## src/rtl/frogger_pkg.sv

```systemverilog
// Shared playfield geometry and the log rider state encoding.
package frogger_pkg;

  localparam logic [9:0] BLOCKSIZE      = 10'd32;
  localparam logic [9:0] X_OFFSET_LEFT  = 10'd96;
  localparam logic [9:0] X_OFFSET_RIGHT = 10'd544;
  localparam int         NUM_LANES      = 6;
  localparam int         LOGS_PER_LANE  = 3;

  typedef enum logic [1:0] {
    OFF_RIVER = 2'd0,
    RIDE      = 2'd1,
    SINK      = 2'd2,
    DEAD      = 2'd3
  } rider_state_t;

endpackage

```

## src/rtl/log_hit_finder.sv

```systemverilog
// Combinational test of the frog centre against every log of one lane.
// The lowest-indexed log under the centre wins.
module log_hit_finder import frogger_pkg::*; #(
  parameter int N_LOGS = LOGS_PER_LANE
) (
  input  logic [N_LOGS-1:0][9:0] log_x_i,
  input  logic [9:0]             len_i,
  input  logic [10:0]            cx_i,
  output logic                   hit_o,
  output logic [1:0]             hit_idx_o,
  output logic [N_LOGS-1:0]      hit_vec_o
);

  // Span test at 11 bits so log_x + len never wraps.
  always_comb begin
    hit_vec_o = '0;
    for (int i = 0; i < N_LOGS; i++) begin
      hit_vec_o[i] = ({1'b0, log_x_i[i]} <= cx_i) &&
                     (cx_i < ({1'b0, log_x_i[i]} + {1'b0, len_i}));
    end
  end

  // Priority pick: scanning downward leaves the lowest hit index.
  always_comb begin
    hit_o     = 1'b0;
    hit_idx_o = '0;
    for (int i = N_LOGS - 1; i >= 0; i--) begin
      if (hit_vec_o[i]) begin
        hit_o     = 1'b1;
        hit_idx_o = 2'(i);
      end
    end
  end

endmodule

```

## src/rtl/log_rider.sv

```systemverilog
// Tracks whether the frog stands on a log in its river lane, emits carry
// pulses that follow the log's 1-pixel steps, and times the sink/drown.
module log_rider #(
  parameter logic [9:0]  BLOCKSIZE      = frogger_pkg::BLOCKSIZE,
  parameter logic [9:0]  X_OFFSET_LEFT  = frogger_pkg::X_OFFSET_LEFT,
  parameter logic [9:0]  X_OFFSET_RIGHT = frogger_pkg::X_OFFSET_RIGHT,
  parameter int          NUM_LANES      = frogger_pkg::NUM_LANES,
  parameter int          LOGS_PER_LANE  = frogger_pkg::LOGS_PER_LANE,
  parameter logic [23:0] SINK_CYCLES    = 24'd5000000
) (
  input  logic                                  clk,
  input  logic                                  reset,
  input  logic [NUM_LANES*LOGS_PER_LANE*10-1:0] log_x_flat,
  input  logic [NUM_LANES*10-1:0]               loglen_flat,
  input  logic [9:0]                            frog_x,
  input  logic [2:0]                            frog_row,
  input  logic                                  respawn,
  output logic                                  riding,
  output logic [1:0]                            ride_log,
  output logic                                  carry_left,
  output logic                                  carry_right,
  output logic                                  sinking,
  output logic                                  drowned
);
  import frogger_pkg::*;

  rider_state_t state_q, state_d;
  logic [23:0] cnt_q, cnt_d;
  logic [9:0]  prev_x_q, prev_x_d;
  logic [2:0]  prev_row_q;
  logic [1:0]  ride_log_q, ride_log_d;
  logic        riding_q, sinking_q, carry_l_q, carry_l_d, carry_r_q, carry_r_d;
  logic        drowned_q, drowned_d;

  logic [LOGS_PER_LANE-1:0][9:0] lanes_x [NUM_LANES];
  logic [9:0]                    lanes_len [NUM_LANES];
  logic [LOGS_PER_LANE-1:0][9:0] lane_x;
  logic [9:0]                    lane_len, cur_log_x, hit_log_x, delta;
  logic [LOGS_PER_LANE-1:0]      hit_vec;
  logic [1:0]                    hit_idx;
  logic [10:0]                   cx;
  logic [2:0]                    lane;
  logic                          hit, in_river, at_edge, on_latched;

  // Unpack the flat buses into per-lane views.
  always_comb begin
    for (int l = 0; l < NUM_LANES; l++) begin
      lanes_len[l] = loglen_flat[l*10 +: 10];
      for (int i = 0; i < LOGS_PER_LANE; i++) begin
        lanes_x[l][i] = log_x_flat[l*LOGS_PER_LANE*10 + i*10 +: 10];
      end
    end
  end

  assign in_river = (frog_row < 3'(NUM_LANES));
  assign lane     = in_river ? frog_row : 3'd0;
  assign lane_x   = lanes_x[lane];
  assign lane_len = lanes_len[lane];
  assign cx       = {1'b0, frog_x} + {2'b00, BLOCKSIZE[9:1]};
  assign at_edge  = ({1'b0, frog_x} < {1'b0, X_OFFSET_LEFT}) ||
                    (({1'b0, frog_x} + {1'b0, BLOCKSIZE}) > {1'b0, X_OFFSET_RIGHT});

  log_hit_finder #(.N_LOGS(LOGS_PER_LANE)) u_hit (
    .log_x_i   (lane_x),
    .len_i     (lane_len),
    .cx_i      (cx),
    .hit_o     (hit),
    .hit_idx_o (hit_idx),
    .hit_vec_o (hit_vec)
  );

  // Select the latched log and the newly hit log within the lane.
  always_comb begin
    cur_log_x  = lane_x[0];
    hit_log_x  = lane_x[0];
    on_latched = hit_vec[0];
    for (int i = 0; i < LOGS_PER_LANE; i++) begin
      if (ride_log_q == 2'(i)) begin
        cur_log_x  = lane_x[i];
        on_latched = hit_vec[i];
      end
      if (hit_idx == 2'(i)) hit_log_x = lane_x[i];
    end
  end

  assign delta = cur_log_x - prev_x_q;

  // Next-state, carry decision and sink timer; respawn overrides all.
  always_comb begin
    state_d    = state_q;
    cnt_d      = cnt_q;
    prev_x_d   = prev_x_q;
    ride_log_d = ride_log_q;
    carry_l_d  = 1'b0;
    carry_r_d  = 1'b0;
    drowned_d  = 1'b0;
    unique case (state_q)
      OFF_RIVER: begin
        if (in_river) begin
          if (hit) begin
            state_d    = RIDE;
            ride_log_d = hit_idx;
            prev_x_d   = hit_log_x;
          end else begin
            state_d = SINK;
          end
        end
      end
      RIDE: begin
        prev_x_d = cur_log_x;
        if (!in_river) begin
          state_d = OFF_RIVER;
        end else if (frog_row != prev_row_q) begin
          if (hit) begin
            ride_log_d = hit_idx;
            prev_x_d   = hit_log_x;
          end else begin
            state_d = SINK;
          end
        end else if (at_edge) begin
          state_d = SINK;
        end else if (delta != 10'd0 && delta != 10'd1 && delta != 10'h3FF) begin
          state_d = SINK;
        end else if (!on_latched) begin
          // Hopped onto a neighbour: retarget without carrying this cycle.
          if (hit) begin
            ride_log_d = hit_idx;
            prev_x_d   = hit_log_x;
          end else begin
            state_d = SINK;
          end
        end else begin
          carry_r_d = (delta == 10'd1);
          carry_l_d = (delta == 10'h3FF);
        end
      end
      SINK: begin
        if (cnt_q == SINK_CYCLES - 24'd1) begin
          drowned_d = 1'b1;
          cnt_d     = '0;
          state_d   = DEAD;
        end else begin
          cnt_d = cnt_q + 24'd1;
        end
      end
      DEAD: begin
      end
      default: state_d = OFF_RIVER;
    endcase
    if (respawn) begin
      state_d    = OFF_RIVER;
      cnt_d      = '0;
      ride_log_d = '0;
      carry_l_d  = 1'b0;
      carry_r_d  = 1'b0;
      drowned_d  = 1'b0;
    end
  end

  // State, tracking registers and registered outputs.
  always_ff @(posedge clk) begin
    if (reset) begin
      state_q    <= OFF_RIVER;
      cnt_q      <= '0;
      prev_x_q   <= '0;
      prev_row_q <= 3'd7;
      ride_log_q <= '0;
      riding_q   <= 1'b0;
      sinking_q  <= 1'b0;
      carry_l_q  <= 1'b0;
      carry_r_q  <= 1'b0;
      drowned_q  <= 1'b0;
    end else begin
      state_q    <= state_d;
      cnt_q      <= cnt_d;
      prev_x_q   <= prev_x_d;
      prev_row_q <= frog_row;
      ride_log_q <= ride_log_d;
      riding_q   <= (state_d == RIDE);
      sinking_q  <= (state_d == SINK);
      carry_l_q  <= carry_l_d;
      carry_r_q  <= carry_r_d;
      drowned_q  <= drowned_d;
    end
  end

  assign riding      = riding_q;
  assign ride_log    = ride_log_q;
  assign carry_left  = carry_l_q;
  assign carry_right = carry_r_q;
  assign sinking     = sinking_q;
  assign drowned     = drowned_q;

endmodule

```

## config.mk

```make
export PLATFORM = sky130hd
export DESIGN_NAME = log_rider
export DESIGN_NICKNAME = d
export VERILOG_FILES = /design/src/rtl/frogger_pkg.sv /design/src/rtl/log_hit_finder.sv /design/src/rtl/log_rider.sv
export SDC_FILE = /design/constraint.sdc
export NUM_CORES = 1
export LEC_CHECK = 0
export BUFFER_PORTS_ARGS = -buffer_cell sky130_fd_sc_hd__buf_4
export CAP_MARGIN = 20
export CORE_AREA = 2 2 140 142
export DETAILED_ROUTE_END_ITERATION = 16
export DIE_AREA = 0 0 142 144
export PLACE_DENSITY = 0.73
export SYNTH_ARGS = -nofsm -noshare
export SYNTH_HDL_FRONTEND = slang
export SYNTH_HIERARCHICAL = 1
export SYNTH_SLANG_ARGS = --single-unit
export TNS_END_PERCENT = 30
```

## constraint.sdc

```tcl
create_clock -name clk -period 6.5 [get_ports clk]
set_input_delay 0.325 -clock clk [delete_from_list [all_inputs] [get_ports clk]]
set_output_delay 0.325 -clock clk [all_outputs]
set_load 0.02 [all_outputs]
```

==> summary.md <==
| Metric | Value |
|---|---|
| Hold slack | 0.3228 ns |
| DR vias | 8,962 |
| Clock Tree Root | clkbuf_16 |
| Avg Cell Area, Syn | 8.029 um^2 |
| WL final | 28,630 um |
| Io pins | 263 |
| Min Tclk post-route | 5.811 ns |
| Fmax | 172.1 MHz |
| Routability Congestion | between 0.9 and 1 |
| NumNets Final | 1,636 |
| Synth Area in Adders | 16.27% |
| Overall power | 0.002352 W |
| Power per cell area | 219.8 nW/um^2 |
| RSZ-0062 raised after global routing | no |
| Vias per cell | 5.927 |
| Final Max Tran Viols | 0 |
| HPWL after detailed placement | 24,270 um |
| Post-Synthesis Cells | 1,038 |
| Core footprint | roughly 19,000 um^2 |
| Diodes inserted | 0 |
| Sequential element share of the synthesized area | 11.05% |
| Slew Limit Headroom | between 40% and 50% |
| Net Sw Power | 0.001108 W |
| Peak supply drop | 0.1184 mV |
| WL per Instance | 18.94 um |
| P_int | 0.001243 W |
| Grt ovf | 0 |
| CTS tree | done |
| Compound-Gate Fraction of Synth Area | 23.78% |
| Mux contribution to synthesized area | 16.81% |
| Die height | 144 um |
| Leakage | 4.889 nW |
| Setup crit start kind | primary input |
| Initial core utilization | between 40% and 50% |
| CP Max Fanout | 36 |
| CP Capture Type | flip-flop |
| Cts hold-fix bufs | 0 |
| Clock transition at the registers of the reported paths | 0.06 ns |
| Synth Area in Simple Gates | 20.97% |
| Sequential Area | between 900 and 1000 um^2 |
| Row count | 51 |
| Number of flops mapped to enable cells by yosys | 0 |
| Die W | 142 um |
| Final hold vios | 0 |
| Critical setup path kind | in2reg |
| Final setup fails | 0 |
| H-Tree Depth | 2 |
| Clk_lat worst skew | approximately 0.29 ns |
| DR iter-0 viols | 613 |
| Commonest non-fill, non-tap cell in the layout | buf_4 |
| Most frequent cells in the layout | buf_4 (282), nand2_1 (104), ha_1 (102) |
| Clk buf depth | 2 |
| PostCTS Resize Cnt | 0 |
| Die Area | 20,450 um^2 |
| Period utilization | 89.40% |
| Worst EP required | between 6 and 7 ns |
| Switching share of power | 47.12% |
| Share of post-route cells with drive strength above 1 | 29.20% |
| Area of the mapped netlist | roughly 8300 um^2 |
| Clock Skews | 0.003404 ns |
| Unique masters post-synth | 73 |
| Ys async rst share | 0% |
| Fin Setup TNS | 0 ns |
| Number of fill cells | 1,797 |
| Clock power share | 10.3% |
| Initial antenna violation count | 0 |
| Status | finished clean |
| Synth-to-Final Area Change | 28.40% |
| Clock sink total | 46 |
| Flop pwr share | ~15% |
| CTS buffer count | 5 |
| #FFs+latches synth | 46 |
| Vias in the first global route | 8,692 |
| Multi-input logic area | 6983 um^2 |
| Syn Nets | 1,400 |
| Largest net degree at the start of global routing | 51 |
| Hold Path Class | in2reg |
| ANT nets after route | 0 |
| Gr usage total | 27.40% |
| DRC viols | 0 |
| Synth warn | 6 |
| Main combinational cell family by area after synthesis | compound AO/OA/AOI/OAI gates |
| First-pass GRT wire length | 44,180 um |
| First drt pass iteration count | 5 |
| Primary FF master, synth | dfxtp_1 |
| Combinational power share | 75.1% |
| Worst EP arrival | 6.01 ns |
| Worst Tran Pin Value | 0.8932 ns |
| Xor/xnor share of the synthesized area | 5.885% |
| Postcts setup bufs | 0 |
| Input/output buffers | 262 |
| Max Cap Violations | 0 |
==> flip-flops by register name, indices dropped and copies added (netlist names) <==
register,cells
carry_left,1
carry_right,1
cnt_q,24
drowned,1
prev_row_q,3
prev_x_q,10
ride_log,2
riding,1
sinking,1
state_q,2
==> synthesized netlist by cell type (27+ instances only) <==
library cell | instances | area, um^2
inv_1 | 55 | 206.5
a211oi_1 | 35 | 262.8
nand3_1 | 31 | 155.2
a21oi_1 | 58 | 290.3
ha_1 | 102 | 1276
dfxtp_1 | 46 | 920.9
xor2_1 | 35 | 306.5
a31oi_1 | 29 | 181.4
o21ai_0 | 37 | 185.2
nand2_1 | 104 | 390.4
mux4_2 | 27 | 608.1
mux2i_1 | 50 | 500.5
nor2b_1 | 45 | 281.5
nor2_1 | 56 | 210.2
clkbuf_1 | 30 | 112.6
==> worst paths after layout <==
kind | startpoint | to | slack (ns) | cells past startpoint
max reg2reg | ride_log[1] | prev_x_q[5] | 1.69 | 13
max | frog_row[0] | prev_x_q[8] | 0.69 | 28
min reg2reg | prev_x_q[8] | prev_x_q[8] | 0.49 | 2
min | reset | prev_x_q[8] | 0.32 | 2
==> layout make-up <==
cell class	instances	area share [%]
Multi-Input combinational cell	882	65.25
Clock buffer	6	1.204
Clock inverter	1	0.07015
Timing Repair Buffer	284	20.16
Inverter	55	1.929
Tap cell	238	2.783
Sequential cell	46	8.605
==> through the flow <==
step	cells	instance area (um^2)	util [%]	setup WS, ns
after global routing	1512	10700	56.09	0.2381
after global placement	1505	10570	55.37	0.6363
final	1512	10700	56.09	0.6888
after CTS	1512	10700	56.09	0.7954
after detailed placement	1505	10570	55.37	0.5100
after floorplan	1038	8334	-	0.3972
==> per-layer routing <==
metal	GRT usage (%)	vias up	part of all wire, %
met5	0	-	0
met4	12.47	0	4.6
met3	4.139	68	6.2
met2	49.45	354	49
met1	32.04	4157	40
li1	-	4383	-
==> logic make-up (layout without fill, tap and decap cells) <==
family                   after synthesis  count (layout)
AND/OR/NAND/NOR                      337             337
AO/OA/AOI/OAI                        280             280
buffers and inverters                110             346
adder cells (fa/ha/maj)              106             106
multiplexers                         103             103
XOR/XNOR                              56              56
flip-flops                            46              46
==> power by group through the flow <==
stage	logic (W)	clock network (W)	registers, W
2_1_floorplan	0.00125	0	0.000341
3_3_place_gp	0.00171	0	0.000349
3_5_place_dp	0.00173	0	0.000350
4_1_cts	0.00174	0.000250	0.000344
5_1_grt	0.00195	0.000258	0.000349
6_report	0.00177	0.000242	0.000345
==> worst max-delay path, cell delays in order <==
cell and delay (ns):
buf_4 0.34, buf_12 0.25, nor2b_1 0.07, a211oi_1 0.24
a31oi_1 0.06, mux2i_1 0.35, inv_1 0.17, ha_1 0.26
fa_1 0.40, a21o_1 0.18, a21oi_1 0.22, nor2b_1 0.09
o21ai_0 0.16, nand2b_1 0.09, xnor2_1 0.13, ha_1 0.34
nand4_1 0.11, a21oi_1 0.14, o21ai_0 0.11, and4b_4 0.21
nor2b_1 0.13, a211oi_1 0.22, a21oi_1 0.12, nor2b_1 0.18
nand3_1 0.09, o31ai_1 0.58, a211oi_1 0.16, a221oi_1 0.26
(Power assumes the default switching activity.)
